**config.mk**
```make
export PLATFORM = sky130hd
export DESIGN_NAME = sonic_vc_pkt_adapter_fifo_flat
export DESIGN_NICKNAME = d
export VERILOG_FILES = /design/src/rtl/sonic_vc_pkt_adapter_fifo_if.sv /design/src/rtl/sonic_vc_pkt_adapter_fifo.sv /design/src/flat_wrapper.sv
export SDC_FILE = /design/constraint.sdc
export NUM_CORES = 2
export LEC_CHECK = 0
export CORE_MARGIN = 1
export CORE_UTILIZATION = 64
export CTS_CLUSTER_DIAMETER = 50
export DETAILED_ROUTE_END_ITERATION = 10
export PLACE_DENSITY = 0.85
export REMOVE_ABC_BUFFERS = 1
export SYNTH_ARGS = -nofsm -noshare
export SYNTH_HDL_FRONTEND = slang
export SYNTH_SLANG_ARGS = --single-unit
```
**constraint.sdc**
```tcl
create_clock -name clk -period 18.9 [get_ports clk]
set_input_delay 3.78 -clock clk [delete_from_list [all_inputs] [get_ports clk]]
set_output_delay 3.78 -clock clk [all_outputs]
set_load 0.1 [all_outputs]
```
**src/rtl/sonic_vc_pkt_adapter_fifo_if.sv**
```systemverilog
`default_nettype none
// ============================================================================
//  Module     : sonic_vc_pkt_adapter_fifo_if
//  Description: Valid/ready bus between the VC TX packet source, the adapter
//               FIFO and the PCS-side sink.
//               in_*  : write side (source -> FIFO)
//               out_* : read side  (FIFO -> sink)
//               slave modport  = FIFO view, master modport = source/sink view
//  Revision   : 1.0  initial release
// ============================================================================
interface sonic_vc_pkt_adapter_fifo_if #(
    parameter int DATA_WIDTH = 133
);
    logic                  in_valid;
    logic                  in_ready;
    logic [DATA_WIDTH-1:0] in_data;
    logic                  in_eop;
    logic                  out_valid;
    logic                  out_ready;
    logic [DATA_WIDTH-1:0] out_data;
    logic                  out_eop;

    modport slave (
        input  in_valid, in_data, in_eop, out_ready,
        output in_ready, out_valid, out_data, out_eop
    );

    modport master (
        output in_valid, in_data, in_eop, out_ready,
        input  in_ready, out_valid, out_data, out_eop
    );
endinterface
`default_nettype wire

```
**src/rtl/sonic_vc_pkt_adapter_fifo.sv**
```systemverilog
`default_nettype none
// ============================================================================
//  Module     : sonic_vc_pkt_adapter_fifo
//  Description: Per-virtual-channel adapter FIFO with registered output,
//               almost-full/almost-empty flags, synchronous flush and an
//               optional store-and-forward packet mode that falls back to
//               cut-through when a packet does not fit.
//  Ports      : clk          - rising-edge clock
//               reset_n      - asynchronous active-low reset
//               flush        - synchronous clear of pointers/counters
//               bus          - valid/ready data bus (slave modport)
//               fill_level   - words held, 0..DEPTH (incl. word on output)
//               almost_full  - fill_level >= AF_THRESH
//               almost_empty - fill_level <= AE_THRESH
//  Revision   : 1.0  initial release
// ============================================================================
module sonic_vc_pkt_adapter_fifo #(
    parameter int DATA_WIDTH = 133,
    parameter int ADDR_WIDTH = 3,
    parameter int DEPTH      = 8,    // must equal 2**ADDR_WIDTH
    parameter int AF_THRESH  = 6,
    parameter int AE_THRESH  = 1,
    parameter int PKT_MODE   = 0
) (
    input  wire logic                    clk,
    input  wire logic                    reset_n,
    input  wire logic                    flush,
    sonic_vc_pkt_adapter_fifo_if.slave   bus,
    output logic [ADDR_WIDTH:0]          fill_level,
    output logic                         almost_full,
    output logic                         almost_empty
);

    localparam logic [ADDR_WIDTH:0] c_DEPTH = (ADDR_WIDTH+1)'(DEPTH);
    localparam logic [ADDR_WIDTH:0] c_AF    = (ADDR_WIDTH+1)'(AF_THRESH);
    localparam logic [ADDR_WIDTH:0] c_AE    = (ADDR_WIDTH+1)'(AE_THRESH);

    typedef enum logic [0:0] {
        S_HOLD = 1'b0,
        S_CUT  = 1'b1
    } state_t;

    logic [DATA_WIDTH:0]   r_mem [DEPTH];
    logic [ADDR_WIDTH-1:0] r_wr_addr;
    logic [ADDR_WIDTH-1:0] r_rd_addr;
    logic                  r_full;
    logic                  r_empty;
    logic [ADDR_WIDTH:0]   r_pkt_count;
    state_t                r_state;
    logic                  r_out_valid;
    logic [DATA_WIDTH-1:0] r_out_data;
    logic                  r_out_eop;

    logic                  w_in_ready;
    logic                  w_push;
    logic                  w_pop;
    logic [ADDR_WIDTH-1:0] w_wr_next;
    logic [ADDR_WIDTH-1:0] w_rd_next;
    logic [ADDR_WIDTH:0]   w_stored_after;
    logic [ADDR_WIDTH:0]   w_pkt_after;
    logic                  w_pkt_inc;
    logic                  w_pkt_dec;
    state_t                w_state_next;
    logic                  w_gate;
    logic                  w_ov_next;
    logic [DATA_WIDTH-1:0] w_od_next;
    logic                  w_oe_next;
    logic [DATA_WIDTH:0]   w_head;

    assign w_in_ready = !r_full && !flush;
    assign w_push     = bus.in_valid && w_in_ready;
    assign w_pop      = r_out_valid && bus.out_ready;
    assign w_wr_next  = r_wr_addr + ADDR_WIDTH'(1);
    assign w_rd_next  = r_rd_addr + ADDR_WIDTH'(1);

    assign fill_level   = r_full ? c_DEPTH : {1'b0, r_wr_addr - r_rd_addr};
    assign almost_full  = (fill_level >= c_AF);
    assign almost_empty = (fill_level <= c_AE);

    // Words already in the array that can feed the output register after this
    // edge; a word being written at this same edge is not yet readable.
    assign w_stored_after = fill_level - {ADDR_WIDTH'(0), w_pop};

    assign w_pkt_inc   = (PKT_MODE != 0) && w_push && bus.in_eop;
    assign w_pkt_dec   = (PKT_MODE != 0) && w_pop && r_out_eop;
    assign w_pkt_after = r_pkt_count - {ADDR_WIDTH'(0), w_pkt_dec};

    assign w_head = r_mem[w_pop ? w_rd_next : r_rd_addr];

    // Packet-mode FSM next state and output-register next values
    always_comb begin
        w_state_next = r_state;
        if (r_state == S_HOLD) begin
            // A full FIFO with no complete packet can only drain by cutting
            // through; otherwise source and sink would deadlock.
            if ((PKT_MODE != 0) && r_full && (r_pkt_count == '0))
                w_state_next = S_CUT;
        end else begin
            if (w_pop && r_out_eop)
                w_state_next = S_HOLD;
        end

        // Head word may be presented once its packet's EOP is stored.
        w_gate = (PKT_MODE == 0) || (w_state_next == S_CUT) || (w_pkt_after != '0);

        w_ov_next = r_out_valid;
        w_od_next = r_out_data;
        w_oe_next = r_out_eop;
        if (!r_out_valid || w_pop) begin
            if (w_stored_after != '0) begin
                w_ov_next = w_gate;
                w_od_next = w_head[DATA_WIDTH-1:0];
                w_oe_next = w_head[DATA_WIDTH];
            end else if (w_pop && w_push) begin
                // Single-word occupancy with push+pop: forward the incoming
                // word so continuous streaming has no bubble.
                w_ov_next = w_gate;
                w_od_next = bus.in_data;
                w_oe_next = bus.in_eop;
            end else begin
                w_ov_next = 1'b0;
            end
        end
    end

    always_ff @(posedge clk) begin
        if (w_push)
            r_mem[r_wr_addr] <= {bus.in_eop, bus.in_data};
    end

    always_ff @(posedge clk or negedge reset_n) begin
        if (!reset_n) begin
            r_wr_addr   <= '0;
            r_rd_addr   <= '0;
            r_full      <= 1'b0;
            r_empty     <= 1'b1;
            r_pkt_count <= '0;
            r_state     <= S_HOLD;
            r_out_valid <= 1'b0;
            r_out_data  <= '0;
            r_out_eop   <= 1'b0;
        end else if (flush) begin
            // Array contents and the output data register are left as-is.
            r_wr_addr   <= '0;
            r_rd_addr   <= '0;
            r_full      <= 1'b0;
            r_empty     <= 1'b1;
            r_pkt_count <= '0;
            r_state     <= S_HOLD;
            r_out_valid <= 1'b0;
        end else begin
            if (w_push)
                r_wr_addr <= w_wr_next;
            if (w_pop)
                r_rd_addr <= w_rd_next;

            if (w_push && !w_pop) begin
                r_empty <= 1'b0;
                r_full  <= (w_wr_next == r_rd_addr);
            end else if (w_pop && !w_push) begin
                r_full  <= 1'b0;
                r_empty <= (w_rd_next == r_wr_addr);
            end

            if (w_pkt_inc && !w_pkt_dec)
                r_pkt_count <= r_pkt_count + (ADDR_WIDTH+1)'(1);
            else if (w_pkt_dec && !w_pkt_inc)
                r_pkt_count <= r_pkt_count - (ADDR_WIDTH+1)'(1);

            r_state     <= w_state_next;
            r_out_valid <= w_ov_next;
            r_out_data  <= w_od_next;
            r_out_eop   <= w_oe_next;
        end
    end

    assign bus.in_ready  = w_in_ready;
    assign bus.out_valid = r_out_valid;
    assign bus.out_data  = r_out_data;
    assign bus.out_eop   = r_out_eop;

endmodule
`default_nettype wire

```
**src/flat_wrapper.sv**
```systemverilog
// flat-port wrapper written by rule: the top's interface ports become plain ports
module sonic_vc_pkt_adapter_fifo_flat 
#(
    parameter int DATA_WIDTH = 133,
    parameter int ADDR_WIDTH = 3,
    parameter int DEPTH      = 8,                               
    parameter int AF_THRESH  = 6,
    parameter int AE_THRESH  = 1,
    parameter int PKT_MODE   = 0
)
  (clk, reset_n, flush, fill_level, almost_full, almost_empty, bus_in_valid, bus_in_data, bus_in_eop, bus_out_ready, bus_in_ready, bus_out_valid, bus_out_data, bus_out_eop);
  sonic_vc_pkt_adapter_fifo_if #(.DATA_WIDTH(DATA_WIDTH)) bus_i ();
  input  wire logic clk;
  input  wire logic reset_n;
  input  wire logic flush;
  output logic [ADDR_WIDTH:0] fill_level;
  output logic almost_full;
  output logic almost_empty;
  input wire logic [$bits(bus_i.in_valid)-1:0] bus_in_valid;
  input wire logic [$bits(bus_i.in_data)-1:0] bus_in_data;
  input wire logic [$bits(bus_i.in_eop)-1:0] bus_in_eop;
  input wire logic [$bits(bus_i.out_ready)-1:0] bus_out_ready;
  output wire logic [$bits(bus_i.in_ready)-1:0] bus_in_ready;
  output wire logic [$bits(bus_i.out_valid)-1:0] bus_out_valid;
  output wire logic [$bits(bus_i.out_data)-1:0] bus_out_data;
  output wire logic [$bits(bus_i.out_eop)-1:0] bus_out_eop;
  assign bus_i.in_valid = bus_in_valid;
  assign bus_i.in_data = bus_in_data;
  assign bus_i.in_eop = bus_in_eop;
  assign bus_i.out_ready = bus_out_ready;
  assign bus_in_ready = bus_i.in_ready;
  assign bus_out_valid = bus_i.out_valid;
  assign bus_out_data = bus_i.out_data;
  assign bus_out_eop = bus_i.out_eop;
  sonic_vc_pkt_adapter_fifo #(.DATA_WIDTH(DATA_WIDTH), .ADDR_WIDTH(ADDR_WIDTH), .DEPTH(DEPTH), .AF_THRESH(AF_THRESH), .AE_THRESH(AE_THRESH), .PKT_MODE(PKT_MODE)) u_core (.clk(clk), .reset_n(reset_n), .flush(flush), .bus(bus_i), .fill_level(fill_level), .almost_full(almost_full), .almost_empty(almost_empty));
endmodule
```
---- Word level (Yosys, flattened, before mapping) ----
Memories as Yosys holds them, arrays and structs flattened. A register that Yosys moved wholly into a read port is not among the register bits.
Index checks and enable logic that the tools add are counted.
storage, ports and cells
  bits in registers ....................... 8
  latch bits .............................. 0
  memory bits (writable) .................. 1,072
  memory bits (read-only) ................. 0
  input bits .............................. 139
  output and inout port bits .............. 142
  word-level logic and storage cells ...... 46
  memories kept ........................... 1
memories
  name          depth  bits a word  read ports  clocked after memory_dff  write ports  line                             RTL
  u_core.r_mem  8      134          1           1                         1            sonic_vc_pkt_adapter_fifo.sv:43  logic [DATA_WIDTH:0] r_mem [DEPTH];
cells by class
  add/subtract/negate cells ............... 4
  multipliers ............................. 0
  divide/modulo/power cells ............... 0
  order comparisons ....................... 2
  equal/unequal tests ..................... 1
  shift-type cells ........................ 0
  muxes and demuxes ....................... 14
  bitwise operators ....................... 1
  reduce and logical (&&, ||, !) cells .... 19
operators with widths
  kind                 count
  $mux 3               4
  $mux 1               9
  $add 3x1->3 const B  2
  $logic_and 1x1->1    6
  $logic_not 1->1      6
  $reduce_bool 2->1    3
  $ge 4x3->1 const B   1
  $le 4x1->1 const B   1
  $mux 4               1
  $reduce_bool 4->1    1
  $sub 4x1->4          1
  $eq 3x3->1           1
  $reduce_and 3->1     1
  $reduce_bool 3->1    1
  $sub 3x3->3          1
  $logic_or 1x1->1     1
  $not 1->1            1

---- Longest topological paths before layout ----
  depth after elaboration ................. 8
  gate-level depth with buffers ........... 12
  gate-level depth less buffers ........... 9

---- Worst setup path before layout ----
Ideal clock, no wire load.
  path type ............................... input port to flip-flop
  from .................................... in flush
  to ...................................... mem u_core.r_mem[4][0] (netlist bit) (enable)
  setup time .............................. 0.819 ns
  arrival ................................. 14.133 ns
  required time ........................... 18.081 ns
  setup slack ............................. 3.948 ns
  stages .................................. 4
  buffers on the path ..................... 1
  cells stage by stage .................... clkbuf_1 nor3b_2 nand2b_1 nor3b_1
on the way
  longest elaborated chain between the ends .. 5
ends and longest elaborated chain
  element                       line                              RTL
  start: declaration            flat_wrapper.sv:15                input wire logic flush;
  $logic_not 1->1               sonic_vc_pkt_adapter_fifo.sv:70   assign w_in_ready = !r_full && !flush;
  $logic_and 1x1->1             sonic_vc_pkt_adapter_fifo.sv:70
  $logic_and 1x1->1             sonic_vc_pkt_adapter_fifo.sv:71   assign w_push = bus.in_valid && w_in_ready;
  $mux 1                        sonic_vc_pkt_adapter_fifo.sv:127  if (w_push)
  $mux 1 (implied by the code)  sonic_vc_pkt_adapter_fifo.sv:128  r_mem[r_wr_addr] <= {bus.in_eop, bus.in_data};
  end: declaration              sonic_vc_pkt_adapter_fifo.sv:43
No other way between the ends.

---- Worst setup path in the final report ----
  from .................................... in flush
  to ...................................... out bus_in_ready
on the way
  longest elaborated chain between the ends .. 2
ends and longest elaborated chain
  element            line                             RTL
  $logic_not 1->1    sonic_vc_pkt_adapter_fifo.sv:70
  $logic_and 1x1->1  sonic_vc_pkt_adapter_fifo.sv:70
  end: declaration   flat_wrapper.sv:23               output wire logic [$bits(bus_i.in_ready)-1:0] bus_in_ready;
No other way between the ends.

==> flow_summary.json <==
{
  "status": "finished, final reports clean",
  "finalSetupTns_ns": 0,
  "grt_pass1_wl_mm": 183,
  "postSynthCellCount": 2868,
  "placement.io_buffers": 280,
  "slowest_delay_ns": 1.15,
  "via_per_inst": 6.78,
  "worstPathCellList": "clkdlybuf4s50_1, nor2_1, clkdlybuf4s50_1",
  "p_leak_nw": 22.3,
  "synthDistinctLibCells": 51,
  "die_area_um2": 77900,
  "drt-pass1-iter-count": 5,
  "start_kind": "primary input",
  "synth_compound_area_share_pct": 9.58,
  "syn_to_final_growth_pct": 16.0,
  "final_cell_mix": "edfxtp_1 (1072), mux2i_1 (666), clkdlybuf4s50_1 (279)",
  "power.total_mw": 8.49,
  "hold_viol": 0,
  "wire_per_inst_um": 29.0,
  "setup_violations": 0,
  "core-area_um2": 75900,
  "ir_drop_mv": 0.142,
  "critical_path_buf_inv_count": 2,
  "die_x_um": 279,
  "worstHoldPathType": "flip-flop to flip-flop",
  "drive_above_1_share_pct": 8.04,
  "initial_utilization_pct": 64.7,
  "synth-seq-cells": 1214,
  "netlist_area_um2": 49100,
  "ys.flop_type": "edfxtp_1",
  "synth_xor_xnor_area_share_pct": 0.234,
  "arrival_ns": 5.72,
  "clock_latency_ns": 0.71,
  "cts_resized": 0,
  "drv_cap": 0,
  "p_switching_mw": 3.11,
  "tritoncts": "built",
  "holdCritStartpoint": "u_core.bus.out_data[26]",
  "antenna_found_initial": 17,
  "grt_max_degree": 149,
  "grt_pass1_vias": 30000,
  "yosysWarningCount": 0,
  "root_buffer": "clkbuf_16",
  "async_flop_share_pct": 11.7,
  "switching_share_pct": 36.7,
  "slew_violations": 0,
  "r2r_setup_slack_ns": 13.15,
  "num_rows": 101,
  "drc": 0,
  "p_clk_share_pct": 29.2,
  "required_ns": 15.12,
  "fmax_mhz": 105,
  "grt_use_total_pct": 31.8,
  "critPathKind": "primary input to output port",
  "place_congestion": 0.747,
  "placed_area_um2": 52800,
  "routed_wirelength_mm": 123,
  "fin_nets": 3245,
  "rsz0062_at_grt": "false",
  "critPathMostFrequentCell": "clkdlybuf4s50_1",
  "die_y_um": 279,
  "clock_sinks": 1214,
  "p_int_mw": 5.37,
  "crit_fanout": 11,
  "syn_area_per_cell_um2": 17.1,
  "post-route-period-util_pct": 50.2,
  "power_density_nw_per_um2": 149,
  "r2r_start": "u_core.bus.out_valid",
  "final_common_cell": "edfxtp_1",
  "crit_start": "flush",
  "cp-end-kind": "output port",
  "num_vias": 28800,
  "dpl.hpwl_mm": 57.2,
  "critPathTopFamily": "buffers and inverters",
  "muxShareOfSynthArea_pct": 13.6,
  "holdBufCountCts": 0,
  "antenna_left": 0,
  "worst_pin_slew_ns": 1.21,
  "synth-seq-area-share_pct": 72.7,
  "drt-initial-drc-count": 3167,
  "cts_buffers": 130,
  "h-tree-depth": 4,
  "whs_ns": 0.503,
  "synth_top_family_by_area": "multiplexers",
  "crit_path_top_delay_cell": "clkdlybuf4s50_1",
  "fin_crit_ns": 9.50,
  "fin_worst_skew_ns": 0.0210,
  "synthSimpleGateAreaFrac_pct": 0.575,
  "relSlewSlack_pct": 19.1,
  "cts.clk_slew.worst_paths_ns": 0.05,
  "synth_adder_area_share_pct": 0.143,
  "synth-edff-count": 1072,
  "synth_area_leaders": "edfxtp_1 (66%), mux2i_1 (14%), dfrtp_1 (7.2%), a221o_1 (5.4%), a2111oi_0 (2.4%)",
  "synth_top_cell_by_area": "edfxtp_1",
  "grt-ovfl-total": 0,
  "stdcell_area_um2": 57000,
  "ctsLongestPathBuffers": 3,
  "num_io_pins": 281,
  "yosys.area.top_type_share_pct": 65.5,
  "p_seq_share_pct": 38.2,
  "cts_setup_buffers": 0,
  "p_comb_share_pct": 32.6
}
## sequential cells by signal, indices dropped and copies added (netlist names)
signal / cells
u_core.bus.out_valid: 1
u_core.r_wr_addr: 3
u_core.bus.out_eop: 1
u_core.r_full: 1
u_core.r_mem: 1072
u_core.r_rd_addr: 3
u_core.bus.out_data: 133
## layout make-up
| cell class | count | area, um2 |
|---|---|---|
| fillers | 4260 | 18900 |
| clock inverters | 55 | 561 |
| flip-flops and latches | 1214 | 35700 |
| multi-input cells | 1290 | 12000 |
| repair buffers | 325 | 3270 |
| clock buffers | 186 | 3640 |
| well taps | 1030 | 1290 |
| inverters | 140 | 526 |
| diodes | 6 | 15.0 |
## per-stage QoR
step                      setup WS [ns]  std cells  util (%)
after floorplan                  -20.74       2644         -
after global placement             9.42       3999      69.5
after detailed placement           9.34       3999      69.5
after CTS                          9.41       4240      75.1
after global routing               9.33       4245      75.1
final                              9.40       4246      75.1
## power by group through the flow
stage | sequential, mW | combinational, mW | clock [mW]
floorplan | 4.28 | 2.35 | 0
global placement | 3.28 | 2.68 | 0
detailed placement | 3.29 | 2.74 | 0
CTS | 3.24 | 2.76 | 2.50
global route | 3.25 | 2.87 | 2.60
finish | 3.24 | 2.77 | 2.48
## logic make-up after synthesis
kind of cell               after synthesis
DFF                                   1214
muxes                                  667
AOI/OAI and AO/OA                      557
buffers and inverters                  364
and+or+nand+nor                         51
xor gates and xnor gates                10
adders and majority gates                5
## Yosys cell counts (2+ instances only)
| master | count |
|---|---|
| a21o_1 | 2 |
| nor2_1 | 11 |
| nand2_1 | 6 |
| o21ai_1 | 73 |
| ha_1 | 4 |
| mux2i_1 | 666 |
| or2_2 | 2 |
| xnor2_1 | 4 |
| a2111oi_0 | 134 |
| nand3_1 | 6 |
| a221o_1 | 264 |
| xor2_1 | 4 |
| nand3b_1 | 2 |
| nand4b_1 | 2 |
| nand2b_1 | 3 |
| o22ai_1 | 2 |
| clkbuf_1 | 123 |
| xnor3_1 | 2 |
| buf_4 | 18 |
| nor3_1 | 8 |
| a21oi_1 | 4 |
| dfrtp_1 | 142 |
| and2_1 | 3 |
| o21ai_0 | 62 |
| nor3b_1 | 2 |
| inv_1 | 140 |
| buf_1 | 3 |
| nor2b_1 | 3 |
| buf_2 | 79 |
| edfxtp_1 | 1072 |
| a21bo_2 | 2 |
## metal layers
metal | part of all wire [%] | GRT usage [%]
met1 | 37 | 40.9
met2 | 50 | 52.7
met3 | 9.5 | 7.07
met4 | 3.2 | 12.8
met5 | 0.13 | 0
## path summary, 6_finish.rpt
path / to / cells past startpoint
max in group asynchronous: u_core.bus.out_data[23] / 2
setup reg to reg: u_core.bus.out_data[58] / 9
hold reg to reg: u_core.bus.out_data[26] / 2
setup / recovery: bus_in_ready / 3
min in group asynchronous: u_core.r_rd_addr[1] / 1
hold / removal: u_core.bus.out_data[26] / 2
## tightest hold or removal path, cell delays in order, from the launching register on
cell	delay, ns
dfrtp_1	0.34
mux2i_1	0.07
o31ai_1	0.06
Power figures use the tool's default switching activity.
